===== config.mk =====
export PLATFORM = sky130hd
export DESIGN_NAME = regfile_wb_arbiter
export DESIGN_NICKNAME = d
export VERILOG_FILES = /design/src/rtl/regfile_wb_arbiter.sv
export SDC_FILE = /design/constraint.sdc
export NUM_CORES = 1
export LEC_CHECK = 0
export BUFFER_PORTS_ARGS = -buffer_cell sky130_fd_sc_hd__buf_2
export CORE_MARGIN = 10
export CORE_UTILIZATION = 39
export DETAILED_ROUTE_END_ITERATION = 10
export PLACE_DENSITY = 0.62
export RECOVER_POWER = 50
export SETUP_SLACK_MARGIN = 0.5
export SLEW_MARGIN = 40
export SYNTH_ARGS = -nofsm -noshare
export SYNTH_HDL_FRONTEND = slang
export SYNTH_SLANG_ARGS = --single-unit

===== constraint.sdc =====
create_clock -name clock -period 2.7 [get_ports clock]
set_clock_uncertainty 0.1 [all_clocks]
set_input_delay 0.135 -clock clock [delete_from_list [all_inputs] [get_ports clock]]
set_output_delay 0.135 -clock clock [all_outputs]
set_load 0.005 [all_outputs]

===== src/rtl/regfile_wb_arbiter.sv =====
// Write-port arbiter for the 34-entry register file (GPRs 0-31, $hi 32, $lo 33).
// The pipeline MEM/WB stream has priority. Mult/div results wait in a one-entry
// buffer. A starvation FSM freezes WB for one cycle so a blocked result can drain.
// In-flight mult/div operations are counted to raise a hi/lo hazard toward decode.
module regfile_wb_arbiter #(
  parameter int unsigned STARVE_LIMIT = 4,
  parameter int unsigned MAX_OUT      = 2,
  parameter int unsigned CNT_W        = 2
) (
  input  logic        clock,
  input  logic        reset,
  input  logic        i_wb_regwrite,
  input  logic [5:0]  i_wb_rd,
  input  logic [31:0] i_wb_data,
  input  logic        i_md_issue,
  output logic        o_md_issue_ready,
  input  logic        i_md_valid,
  input  logic [63:0] i_md_prod,
  output logic        o_md_ready,
  input  logic        i_id_uses_hilo,
  output logic        o_hilo_hazard,
  output logic        o_wb_freeze,
  output logic        o_rf_we,
  output logic [5:0]  o_rf_waddr,
  output logic [31:0] o_rf_wdata,
  output logic [63:0] o_rf_prod,
  output logic        o_wb_err
);

  localparam int unsigned StW      = $clog2(STARVE_LIMIT + 1);
  localparam logic [5:0]  PairAddr = 6'd34;
  localparam logic [5:0]  LastReg  = 6'd33;

  typedef enum logic [1:0] {StIdle, StHeld, StForce} state_e;

  state_e           r_state, w_state_d;
  logic [StW-1:0]   r_starve, w_starve_d, w_starve_inc;
  logic [CNT_W-1:0] r_outstanding;
  logic             r_buf_full;
  logic [63:0]      r_buf_data;
  logic             r_rf_we;
  logic [5:0]       r_rf_waddr;
  logic [31:0]      r_rf_wdata;
  logic [63:0]      r_rf_prod;
  logic             r_wb_err;

  logic w_live, w_drain, w_blocked, w_capture, w_issue, w_dec;

  assign o_wb_freeze = (r_state == StForce);
  // Address 0 is a discarded write; addresses above 33 are errors, never written.
  assign w_live    = i_wb_regwrite && (i_wb_rd != 6'd0) && (i_wb_rd <= LastReg) && !o_wb_freeze;
  assign w_drain   = r_buf_full && !w_live;
  assign w_blocked = r_buf_full && w_live;
  // A draining buffer can be refilled in the same cycle.
  assign o_md_ready = !r_buf_full || w_drain;
  assign w_capture  = i_md_valid && o_md_ready;

  assign o_md_issue_ready = (r_outstanding < CNT_W'(MAX_OUT));
  assign w_issue          = i_md_issue && o_md_issue_ready;
  assign w_dec            = w_drain && (r_outstanding != '0);
  assign o_hilo_hazard    = i_id_uses_hilo && (r_outstanding != '0);

  assign o_rf_we    = r_rf_we;
  assign o_rf_waddr = r_rf_waddr;
  assign o_rf_wdata = r_rf_wdata;
  assign o_rf_prod  = r_rf_prod;
  assign o_wb_err   = r_wb_err;

  // Starvation FSM next state: count blocked cycles, force a drain at the limit.
  always_comb begin
    w_state_d    = r_state;
    w_starve_d   = r_starve;
    w_starve_inc = (r_state == StIdle) ? StW'(1) : r_starve + StW'(1);
    unique case (r_state)
      StIdle, StHeld: begin
        if (w_blocked) begin
          w_starve_d = w_starve_inc;
          w_state_d  = (w_starve_inc >= StW'(STARVE_LIMIT)) ? StForce : StHeld;
        end else if (r_state == StHeld) begin
          w_state_d  = StIdle;
          w_starve_d = '0;
        end
      end
      StForce: begin
        w_state_d  = StIdle;
        w_starve_d = '0;
      end
      default: begin
        w_state_d  = StIdle;
        w_starve_d = '0;
      end
    endcase
  end

  // FSM state and starve counter registers.
  always_ff @(posedge clock or negedge reset) begin
    if (!reset) begin
      r_state  <= StIdle;
      r_starve <= '0;
    end else begin
      r_state  <= w_state_d;
      r_starve <= w_starve_d;
    end
  end

  // One-entry mult/div result buffer.
  always_ff @(posedge clock or negedge reset) begin
    if (!reset) begin
      r_buf_full <= 1'b0;
      r_buf_data <= '0;
    end else if (w_capture) begin
      r_buf_full <= 1'b1;
      r_buf_data <= i_md_prod;
    end else if (w_drain) begin
      r_buf_full <= 1'b0;
    end
  end

  // In-flight mult/div count; an issue and a drain in one cycle cancel out.
  always_ff @(posedge clock or negedge reset) begin
    if (!reset) begin
      r_outstanding <= '0;
    end else if (w_issue && !w_dec) begin
      r_outstanding <= r_outstanding + CNT_W'(1);
    end else if (!w_issue && w_dec) begin
      r_outstanding <= r_outstanding - CNT_W'(1);
    end
  end

  // Registered write port; address and data hold when no write is granted.
  always_ff @(posedge clock or negedge reset) begin
    if (!reset) begin
      r_rf_we    <= 1'b0;
      r_rf_waddr <= '0;
      r_rf_wdata <= '0;
      r_rf_prod  <= '0;
      r_wb_err   <= 1'b0;
    end else begin
      r_rf_we <= w_live || w_drain;
      if (w_live) begin
        r_rf_waddr <= i_wb_rd;
        r_rf_wdata <= i_wb_data;
      end else if (w_drain) begin
        r_rf_waddr <= PairAddr;
        r_rf_prod  <= r_buf_data;
      end
      if (i_wb_regwrite && (i_wb_rd > LastReg)) begin
        r_wb_err <= 1'b1;
      end
    end
  end

endmodule


; ---- Yosys cells after proc, flatten, opt, wreduce, memory -nomap -nowiden
; Index checks and enable logic that the tools add are counted.
[classes]
eq_ne = 3
n_addsub = 3
order_cmp = 4
n_reduce_logical = 27
bitwise_logic = 1
muxes = 14
[ops]
columns = operator, count
row1 = logical AND 1 bit, 12
row2 = 2-to-1 mux 2 bit, 6
row3 = 2-to-1 mux 3 bit, 4
row4 = 2-to-1 mux 6 bit, 2
row5 = nonzero test 2 bit, 4
row6 = "greater-than comparator 6 bit, second input constant", 1
row7 = "less-or-equal comparator 6 bit, second input constant", 1
row8 = nonzero test 6 bit, 1
row9 = zero test 1 bit, 5
row10 = "adder 3 x 1 -> 3 bit, second input constant", 1
row11 = "greater-or-equal comparator 3 bit, second input constant", 1
row12 = "inequality test 3 bit, second input constant", 1
row13 = "adder 2 x 1 -> 2 bit, second input constant", 1
row14 = "equality test 2 x 1 -> 1 bit, second input constant", 1
row15 = "equality test 2 bit, second input constant", 1
row16 = zero test 2 bit, 1
row17 = logical OR 1 bit, 2
row18 = "< comparator 2 bit, second input constant", 1
row19 = 2-to-1 mux 1 bit, 2
row20 = AND reduction 2 bit, 1
row21 = OR reduction 2 bit, 1
row22 = "subtractor 2 x 1 -> 2 bit, second input constant", 1
row23 = inverter 1 bit, 1
[totals]
in_bits = 108
regBits = 176
word_cells = 62
out_inout_bits = 108

; ---- Depth between registers and ports, before layout
; Gate-level depths: netlist of the first run.
[depth]
word_depth = 10
mapped_depth = 10
ltp_nobuf = 8

; ---- Least setup slack after synthesis of the first run
; No wires, ideal clock.
[synth_timing]
path_kind = input -> register
startpoint = in i_wb_rd[4]
endpoint = reg r_outstanding[1]
stages = 10
arrival_ns = 2.205
slack_ns = 0.272
setup_time_ns = 0.122
cell_sequence = o41a_1 > a2111oi_4 > nand2b_1 > buf_2 > buf_4 > o21bai_1 > ha_1 > xor2_1 > nor2_1 > xnor2_1
[synth_between]
elab_chain_len = 10
elab_cells_between_ends = 13
[synth_lines]
columns = element, line
row1 = "start, declared", 13  ; input logic [5:0] i_wb_rd,
row2 = "parallel branches: the longest is 2 deep, another holds less-or-equal comparator 6 bit", -
row3 = logical AND 1 bit * (2 in a row), 51  ; assign w_live = i_wb_regwrite && (i_wb_rd != 6'd0) && (i_wb_rd <= LastReg) && !o_wb_freeze;
row4 = zero test 1 bit *, 52  ; assign w_drain = r_buf_full && !w_live;
row5 = logical AND 1 bit *, 52
row6 = logical AND 1 bit *, 60  ; assign w_dec = w_drain && (r_outstanding != '0);
row7 = zero test 1 bit, 123  ; end else if (w_issue && !w_dec) begin
row8 = logical AND 1 bit, 123
row9 = 2-to-1 mux 2 bit or nonzero test 2 bit (tied branches), -
row10 = "end signal, assigned", 124  ; r_outstanding <= r_outstanding + CNT_W'(1);
row11 = "end signal, assigned", 126  ; r_outstanding <= r_outstanding - CNT_W'(1);
row12 = "end, declared", 38  ; logic [CNT_W-1:0] r_outstanding;
; Mark *: on every way between the ends.
; A chain may end at the register's enable or synchronous reset.

; ---- Worst setup path in the final report of the first run
[layout_timing]
startpoint = in i_wb_rd[5]
endpoint = reg r_rf_prod[0] (netlist: o_rf_prod[0])
[layout_between]
elab_chain_len = 7
elab_cells_between_ends = 9
[layout_lines]
columns = element, line
row1 = "parallel branches: the longest is 2 deep, another holds less-or-equal comparator 6 bit", -
row2 = logical AND 1 bit * (2 in a row), 51
row3 = zero test 1 bit, 52
row4 = logical AND 1 bit, 52
row5 = AND reduction 2 bit (no source line) *, -
row6 = "end signal, assigned", 145  ; r_rf_prod <= r_buf_data;
row7 = "end, declared", 44  ; logic [63:0] r_rf_prod;
; Marks and branches as above.

==> flow_summary.toml, run 1 <==
[drt]
ant_nets = 0
routed_wirelength_um = 17000
via_per_inst = 4.68
drtIter0Drc = 139
via_count = 4522
drcViolationCount = 0
wl_per_cell_um = 17.6
dr.pass1.iters = 4

[place]
gp_congestion = 0.789
dp_cells = 833
dp_hpwl_um = 11800
io_buffer_count = 215

[yosys]
ys_seq_area_share_pct = 66.0
synth.area.top_cells = "dfrtp_1 (66%), mux2_2 (19%), mux2_1 (8.3%)"
synth_commonest_cells = "dfrtp_1 (175), mux2_2 (111), mux2_1 (49)"
syn-cell-area_um2 = 6630
avgSynthCellArea_um2 = 16.3
synth.most_common_cell = "dfrtp_1"
synth_top_family_by_area = "multiplexers"
synth-xor-area-share_pct = 0.396
ys_ff_latch = 175
yosys.area.top_type = "dfrtp_1"
synth-compound-area-share_pct = 1.96
ys_async_sr_fraction_pct = 100
ys.flop_type = "dfrtp_1"
ys_types = 33
synthAdderAreaFrac_pct = 0.377
synth_edf_count = 0
syn_nets = 518
syn_inst = 408
netlist.area_leader.share_pct = 66.0
synth_simple_gate_area_share_pct = 2.21
muxShareOfSynthArea_pct = 27.3
synth_warnings = 0

[floorplan]
die-area_um2 = 22600
ioPinCount = 216
dieHeight_um = 150
start_util_pct = 39.9
chipWidth_um = 150
core_um2 = 16600
rows = 47

[cells_and_area]
final_util_pct = 57.0
nets = 847
synthToLayoutAreaGrowth_pct = 43.0
fin_cells = 966
drive_gt1_share_pct = 36.1
diodes = 0

[global_routing]
grt_start_max_net_pins = 75
grt_pass1_wl_um = 27600
grt-ovfl-total = 0
antenna_found_initial = 0
grt_pass1_vias = 5276
grtUsageTotal_pct = 15.4

[sta]
rsz0062_at_grt = "no"
worst_slew_pin_slew_ns = 1.10
timing.slew.headroom_pct = 26.8
fin_crit_ns = 2.16
hold_violations = 0
setup_viol = 0
max_freq_mhz = 464
holdWs_ns = 0.0335
fin_crit_sh_pct = 79.8
drv_slew = 0
finalSetupTns_ns = 0

[flow_run]
drv_cap = 0

[cts]
cts_num_sinks = 175
clkTransAtPathRegs_ns = 0.06
clock-root-buffer = "clkbuf_16"
post_cts_resized = 0
insertion_delay_ns = 0.41
cts_made_buffers = 17
cts_tree = "yes"
cts_buffer_depth = 2
htreeDepth = 4

[pwr]
powerDensity_nw_per_um2 = 717
p_total_mw = 6.81
peakVddDrop_v = 0.000458
leakage_nw = 4.17

[status]
status = "finished clean"

[worst_hold_path]
hold_path_class = "input port to flop"
hold_start = "i_wb_rd[3]"

[critical_path]
worstSetupEndpointType = "flop"
cp.arrival_ns = 2.35
critPathLaunch = "i_wb_rd[5]"
r2r-start = "r_state[1]"
crit_fanout = 27
worst-setup-path-type = "input port to flop"
worstPathRequired_ns = 2.90
cp-start-kind = "input port"
==> report_power, final <==
group / leakage (nW) / switching [mW] / internal, mW
clock network: 0.262 / 0.936 / 1.32
registers: 2.05 / 0.261 / 3.08
logic: 1.85 / 0.533 / 0.681
total: 4.17 / 1.73 / 5.08
==> critical path, stage by stage <==
cell	delay (ns)
dlygate4sd3_1	0.54
clkbuf_1	0.20
nor2_1	0.13
a2111oi_4	0.38
nand2b_4	0.21
buf_4	0.34
mux2_2	0.39
==> flip-flops by register name, summed over array words and instances, names as in the netlist <==
| signal | flops |
|---|---|
| o_rf_prod | 64 |
| r_buf_data | 64 |
| o_rf_wdata | 32 |
| o_rf_waddr | 6 |
| r_outstanding | 2 |
| r_starve | 2 |
| r_state | 2 |
| o_rf_we | 1 |
| o_wb_err | 1 |
| r_buf_full | 1 |
==> final timing paths <==
check / to / slack [ns] / depth (start not counted)
hold reg to reg: o_rf_prod[19] / 0.38 / 1
setup / recovery: o_rf_prod[0] / 0.54 / 7
min in group asynchronous: o_rf_prod[53] / 0.21 / 2
setup reg to reg: o_rf_prod[0] / 0.62 / 5
max in group asynchronous: o_rf_waddr[3] / 0.82 / 3
hold / removal: o_rf_waddr[0] / 0.03 / 4
==> timing repair <==
item                      CTS  global route
hold buffers              105             0
hold endpoints to repair  176             0
buffers inserted            0             0
==> cells in the final DEF (no fill, tap or decap), types with 2 or more instances in the layout <==
master / instances
a21oi_1: 2
xnor2_1: 2
buf_2: 117
clkinvlp_4: 2
nand3_1: 2
dlygate4sd3_1: 105
mux2_1: 49
clkbuf_16: 17
mux2_2: 111
inv_1: 4
buf_12: 4
o21ai_0: 5
nand2_1: 11
dfrtp_1: 175
clkinv_2: 4
clkbuf_1: 99
ha_1: 2
buf_4: 3
clkbuf_8: 3
nor2_1: 6
==> cell type report <==
cell class                      instances  area (µm²)
Fill cell                            1407        7160
Sequential cell                       175        4380
Multi-Input combinational cell        211        2160
Timing Repair Buffer                  328        2120
Clock buffer                           21         470
Tap cell                              220         275
Clock inverter                          7        65.1
Inverter                                4        15.0
==> layer usage <==
metal  track usage (%)  share of wire [%]  vias to the layer above
li1                  -                  -                     2092
met1              18.3                 42                     2244
met2              24.0                 46                      158
met3              6.75                9.2                       28
met4              6.22                2.3                        0
met5                 0                  0                        -
==> cells by family after synthesis <==
group	Yosys count
AO/OA/AOI/OAI	16
XOR/XNOR	3
adder cells (fa/ha/maj)	2
buffers and inverters	22
flip-flops	175
multiplexers	161
AND/OR/NAND/NOR	29
==> stage by stage <==
step | cell area [µm²] | setup slack [ns]
CTS | 9610 | 0.583
finish | 9490 | 0.545
detailed placement | 8030 | 0.452
floorplan | 6660 | 0.460
global route | 9490 | 0.449
global placement | 8030 | 0.502
(Power assumes the default switching activity.)
==> run 2, diff against run 1 <==
- clock period: 2.7 -> 2.25 ns (I/O delays scaled with it)
==> run 2 against run 1 <==
  * Global-route usage up 0.28 points
  * Cell count up 2.3%
  * Non-clock buffer count up 19
  * Via count up 2.6%
  * Register-to-register slack worse by 0.23 ns
  * First-iteration DRC count up 12%
  * Sequential power up 20%
  * Combinational power up 36%
  * Critical path depth down 3
  * Worst setup slack worse by 0.15 ns
==> flow_summary.toml, run 2 (synthesis gave the netlist of run 1 again) <==
[status]
status = "finished clean"

[sta]
drv_slew = 0
fin_crit_ns = 1.86
fin_crit_sh_pct = 82.6
rsz0062_at_grt = "yes"
setup_viol = 0
worst_slew_pin_slew_ns = 1.46
finalSetupTns_ns = 0
holdWs_ns = 0.104
max_freq_mhz = 538
hold_violations = 0
timing.slew.headroom_pct = 2.65

[critical_path]
worst-setup-path-type = "flop to flop"
worstSetupEndpointType = "flop"
crit_fanout = 43
crit_slowest_cell = "buf_4"
worstPathRequired_ns = 2.45
cp-start-kind = "flop"
crit_chain = "nor2b_4, a2111oi_4, buf_4, mux2_2"
cp.arrival_ns = 2.06
worst_path_largest_cell_delay_ns = 0.48

[cells_and_area]
drive_gt1_share_pct = 43.0
final_area_um2 = 9920
layout_commonest_cell = "dfrtp_1"
nets = 866
diodes = 0
layout_common_cells = "dfrtp_1 (175), buf_2 (139), mux2_2 (111), dlygate4sd3_1 (105), clkbuf_1 (78)"
synthToLayoutAreaGrowth_pct = 49.5
nFillCells = 1308

[pwr]
clkPwrFrac_pct = 33.8
powerDensity_nw_per_um2 = 864
seqPwrFrac_pct = 46.9
peakVddDrop_v = 0.000512
leakage_nw = 4.47
switchingPower_mw = 2.19
swShare_pct = 25.5
p_total_mw = 8.57
p_comb_share_pct = 19.3
p_int_mw = 6.38

[global_routing]
grt_start_max_net_pins = 57
grt_pass1_wl_um = 28100
antenna_found_initial = 0
grt_pass1_vias = 5360
grt-ovfl-total = 0
grtUsageTotal_pct = 15.7

[cts]
clock-root-buffer = "clkbuf_16"
cts_tree = "yes"
cts_made_buffers = 17
cts_num_sinks = 175
htreeDepth = 4
cts_buffer_depth = 2
clkTransAtPathRegs_ns = 0.06
insertion_delay_ns = 0.42

[drt]
wl_per_cell_um = 17.9
drcViolationCount = 0
via_count = 4638
via_per_inst = 4.69
ant_nets = 0
dr.pass1.iters = 4
drtIter0Drc = 156
routed_wirelength_um = 17600

[place]
io_buffer_count = 215
dp_hpwl_um = 11900
gp_congestion = 0.761
place_area_um2 = 8100

[floorplan]
core_um2 = 16600
start_util_pct = 39.9
ioPinCount = 216
chipWidth_um = 150
die-area_um2 = 22600
dieHeight_um = 150
rows = 47

[flow_run]
drv_cap = 0

[worst_hold_path]
hold_path_class = "input port to flop"
run 2: cell type report:
type,instances,area [µm²],area share (%)
sequential,175,4380,44.1
multi-input combinational,211,2250,22.7
clock inverter,9,109,1.10
inverter,4,15.0,0.151
clock buffer,22,474,4.78
tap,220,275,2.77
timing repair buffer,347,2420,24.4
run 2: worst paths after layout:
path                       slack (ns)  startpoint  cells after the start             end
setup / recovery                 0.39  r_state[1]                      4  o_rf_wdata[24]
hold / removal                   0.10  i_wb_rd[4]                      5   o_rf_waddr[0]
setup reg to reg                 0.39  r_state[1]                      4  o_rf_wdata[24]
hold reg to reg                  0.36    o_wb_err                      1        o_wb_err
max in group asynchronous        0.48       reset                      3   o_rf_prod[58]
min in group asynchronous        0.49       reset                      2  r_buf_data[50]
run 2: metrics by stage:
stage          worst slack, ns  std cells  util [%]
2_1_floorplan           0.0105        408         -
3_3_place_gp             0.175        841      48.7
3_5_place_dp             0.129        841      48.7
4_1_cts                  0.358        983      59.1
5_1_grt                  0.163        988      59.6
6_report                 0.391        988      59.6
run 2: what timing repair did:
| action | CTS | global route |
|---|---|---|
| setup endpoints to repair | 160 | 111 |
| setup buffers | 4 | 3 |
| hold buffers | 105 | 0 |
| pin swaps | 3 | 2 |
| gates resized for setup | 6 | 27 |
| cloned | 2 | 2 |
| hold endpoints to repair | 165 | 0 |
run 2: power groups by stage:
stage	sequential, mW	clock, mW	combinational (mW)
2_1_floorplan	4.02	0	0.663
3_3_place_gp	4.01	0	1.41
3_5_place_dp	4.04	0	1.46
4_1_cts	4.00	2.96	1.65
5_1_grt	4.09	3.10	1.82
6_report	4.02	2.90	1.65
run 2: worst max-delay path: cells and delay by family (launching register included):
kind	cells	cell delay (ns)
AOI/OAI and AO/OA	1	0.21
buffers and inverters	1	0.48
DFF	1	0.38
muxes	1	0.41
and+or+nand+nor	1	0.15
run 2: layer usage:
layer | global-route usage, % | wire length [µm] | vias up
li1 | - | - | 2137
met1 | 17.9 | 7040 | 2333
met2 | 25.7 | 8680 | 151
met3 | 7.59 | 1710 | 17
met4 | 4.03 | 208 | 0
met5 | 0 | 0 | -
==> run 3, diff against run 2 <==
- clock period: 2.25 -> 1.8 ns (I/O delays scaled with it)
==> run 3 against run 2 <==
  * The flow now finishes with violations (setup timing)
  * Register-to-register slack worse by 0.48 ns
  * Global-route usage up 1.3 points
  * Flip-flop and latch count unchanged
  * Sequential power up 24%
  * Routed wire length up 9.7%
  * Cell count up 3.3%
  * First-iteration DRC count down 22%
  * Via count up 4.3%
  * Worst setup slack worse by 0.48 ns
  * Largest cell class unchanged
  * Die area unchanged
==> flow_summary.toml, run 3 (synthesis gave the netlist of run 1 again) <==
[status]
status = "complete, but fails checks"
violations = "setup timing"

[sta]
fin_crit_ns = 1.88
worst_slew_pin_slew_ns = 1.14
timing.slew.headroom_pct = 23.9
drv_slew = 0
holdWs_ns = 0.119
max_freq_mhz = 531
fin_ws_ns = -0.0844
fin_crit_sh_pct = 105
rsz0062_at_grt = "yes"
hold_violations = 0
setup_viol = 150

[global_routing]
grt-busiest-layer = "met2"
antenna_found_initial = 0
grt_pass1_wl_um = 30000
grt_start_max_net_pins = 53
grt_use_met2_pct = 28.3
grt-ovfl-total = 0
grtUsageTotal_pct = 17.0
grt.met1_usage_pct = 19.3
grt_use_met3_pct = 8.31
grt_pass1_vias = 5462

[critical_path]
cp-start-kind = "flop"
cp.arrival_ns = 2.10
crit_fanout = 6
worstPathRequired_ns = 2.01
worst-setup-path-type = "flop to flop"
worstSetupEndpointType = "flop"

[place]
gp_congestion = 0.807
dp_hpwl_um = 11900
dp_cells = 848
io_buffer_count = 215

[cts]
clock-root-buffer = "clkbuf_16"
insertion_delay_ns = 0.43
htreeDepth = 4
cts_num_sinks = 175
cts_tree = "yes"
cts_made_buffers = 17
clkTransAtPathRegs_ns = 0.06
cts_buffer_depth = 2

[floorplan]
dieHeight_um = 150
chipWidth_um = 150
die-area_um2 = 22600
ioPinCount = 216
rows = 47
start_util_pct = 39.9
core_um2 = 16600

[drt]
drcViolationCount = 0
ant_nets = 0
drtIter0Drc = 122
routed_wirelength_um = 19400
via_per_inst = 4.74
dr.pass1.iters = 4
wl_per_cell_um = 19.0
via_count = 4836

[pwr]
powerDensity_nw_per_um2 = 1030
p_total_mw = 11.0
leakage_nw = 5.07
peakVddDrop_v = 0.000658

[flow_run]
drv_cap = 0

[cells_and_area]
synthToLayoutAreaGrowth_pct = 61.2
layout_common_cells = "buf_2 (211), dfrtp_1 (175), dlygate4sd3_1 (105), mux2_2 (88), mux2_4 (48)"
drive_gt1_share_pct = 56.4
nets = 899
fin_cells = 1021
layout_commonest_cell = "buf_2"
diodes = 0
final_util_pct = 64.3
nFillCells = 1191

[worst_hold_path]
hold_path_class = "input port to flop"
-- run 3: cell count changes in the layout (fill, tap and decap cells not counted), sizes merged --
cell      previous run  this run
buf                163       267
bufinv               2         1
clkbuf             101        27
clkinvlp             1         3
inv                  5         7
-- run 3: path summary, 6_finish.rpt --
| path | startpoint | to | slack (ns) | depth (start not counted) |
|---|---|---|---|---|
| worst min-delay path | i_md_issue | r_outstanding[0] | 0.12 | 4 |
| worst min register to register | r_buf_data[14] | o_rf_prod[14] | 0.38 | 1 |
| worst max-delay path | r_state[1] | o_rf_wdata[5] | -0.08 | 7 |
| min in group asynchronous | reset | o_rf_prod[47] | 0.34 | 2 |
| worst max register to register | r_state[1] | o_rf_wdata[5] | -0.08 | 7 |
| max in group asynchronous | reset | r_outstanding[0] | 0.15 | 3 |
-- run 3: report_power, final --
group / internal (mW) / switching [mW] / leakage, nW / total, mW
combinational: 1.55 / 0.942 / 2.75 / 2.49
sequential: 4.62 / 0.383 / 2.05 / 5.00
clock: 1.94 / 1.54 / 0.266 / 3.48
-- run 3: area by class of cell --
class                      instances  area (µm²)  share of cell area, %
tap                              220         275                   2.57
timing repair buffer             380        3090                   28.9
inverter                           4        15.0                  0.140
clock buffer                      19         443                   4.14
clock inverter                    12         111                   1.04
multi-input combinational        211        2380                   22.3
sequential                       175        4380                   41.0
-- run 3: metal layers --
layer | up-vias | wire [µm] | part of all wire (%)
met3 | 12 | 1900 | 9.8
li1 | 2215 | - | -
met5 | - | 0 | 0
met2 | 166 | 9510 | 49
met1 | 2443 | 7800 | 40
met4 | 0 | 136 | 0.70
-- run 3: worst max-delay path, cell delays in order, from the launching register on --
cell and delay, ns:
dfrtp_1 0.39, nor2b_4 0.15, a2111oi_4 0.23, buf_4 0.24, buf_12 0.12, buf_12 0.09, buf_16 0.12, mux2_2 0.32
-- run 3: repair_timing --
item | CTS | global route
gates resized for setup | 71 | 27
pin swaps | 4 | 2
endpoints found under the setup margin | 177 | 177
hold endpoints to repair | 280 | 0
hold buffers | 105 | 0
gates cloned | 12 | 3
buffers inserted | 16 | 6
-- run 3: through the flow --
step	setup WS [ns]	instance area [µm²]	TNS [ns]
after floorplan	-0.440	6680	-17.17
after global placement	-0.255	8150	-32.52
after detailed placement	-0.299	8150	-37.55
after CTS	-0.0653	10500	-2.14
after global routing	-0.131	10700	-16.23
final	-0.0844	10700	-4.76
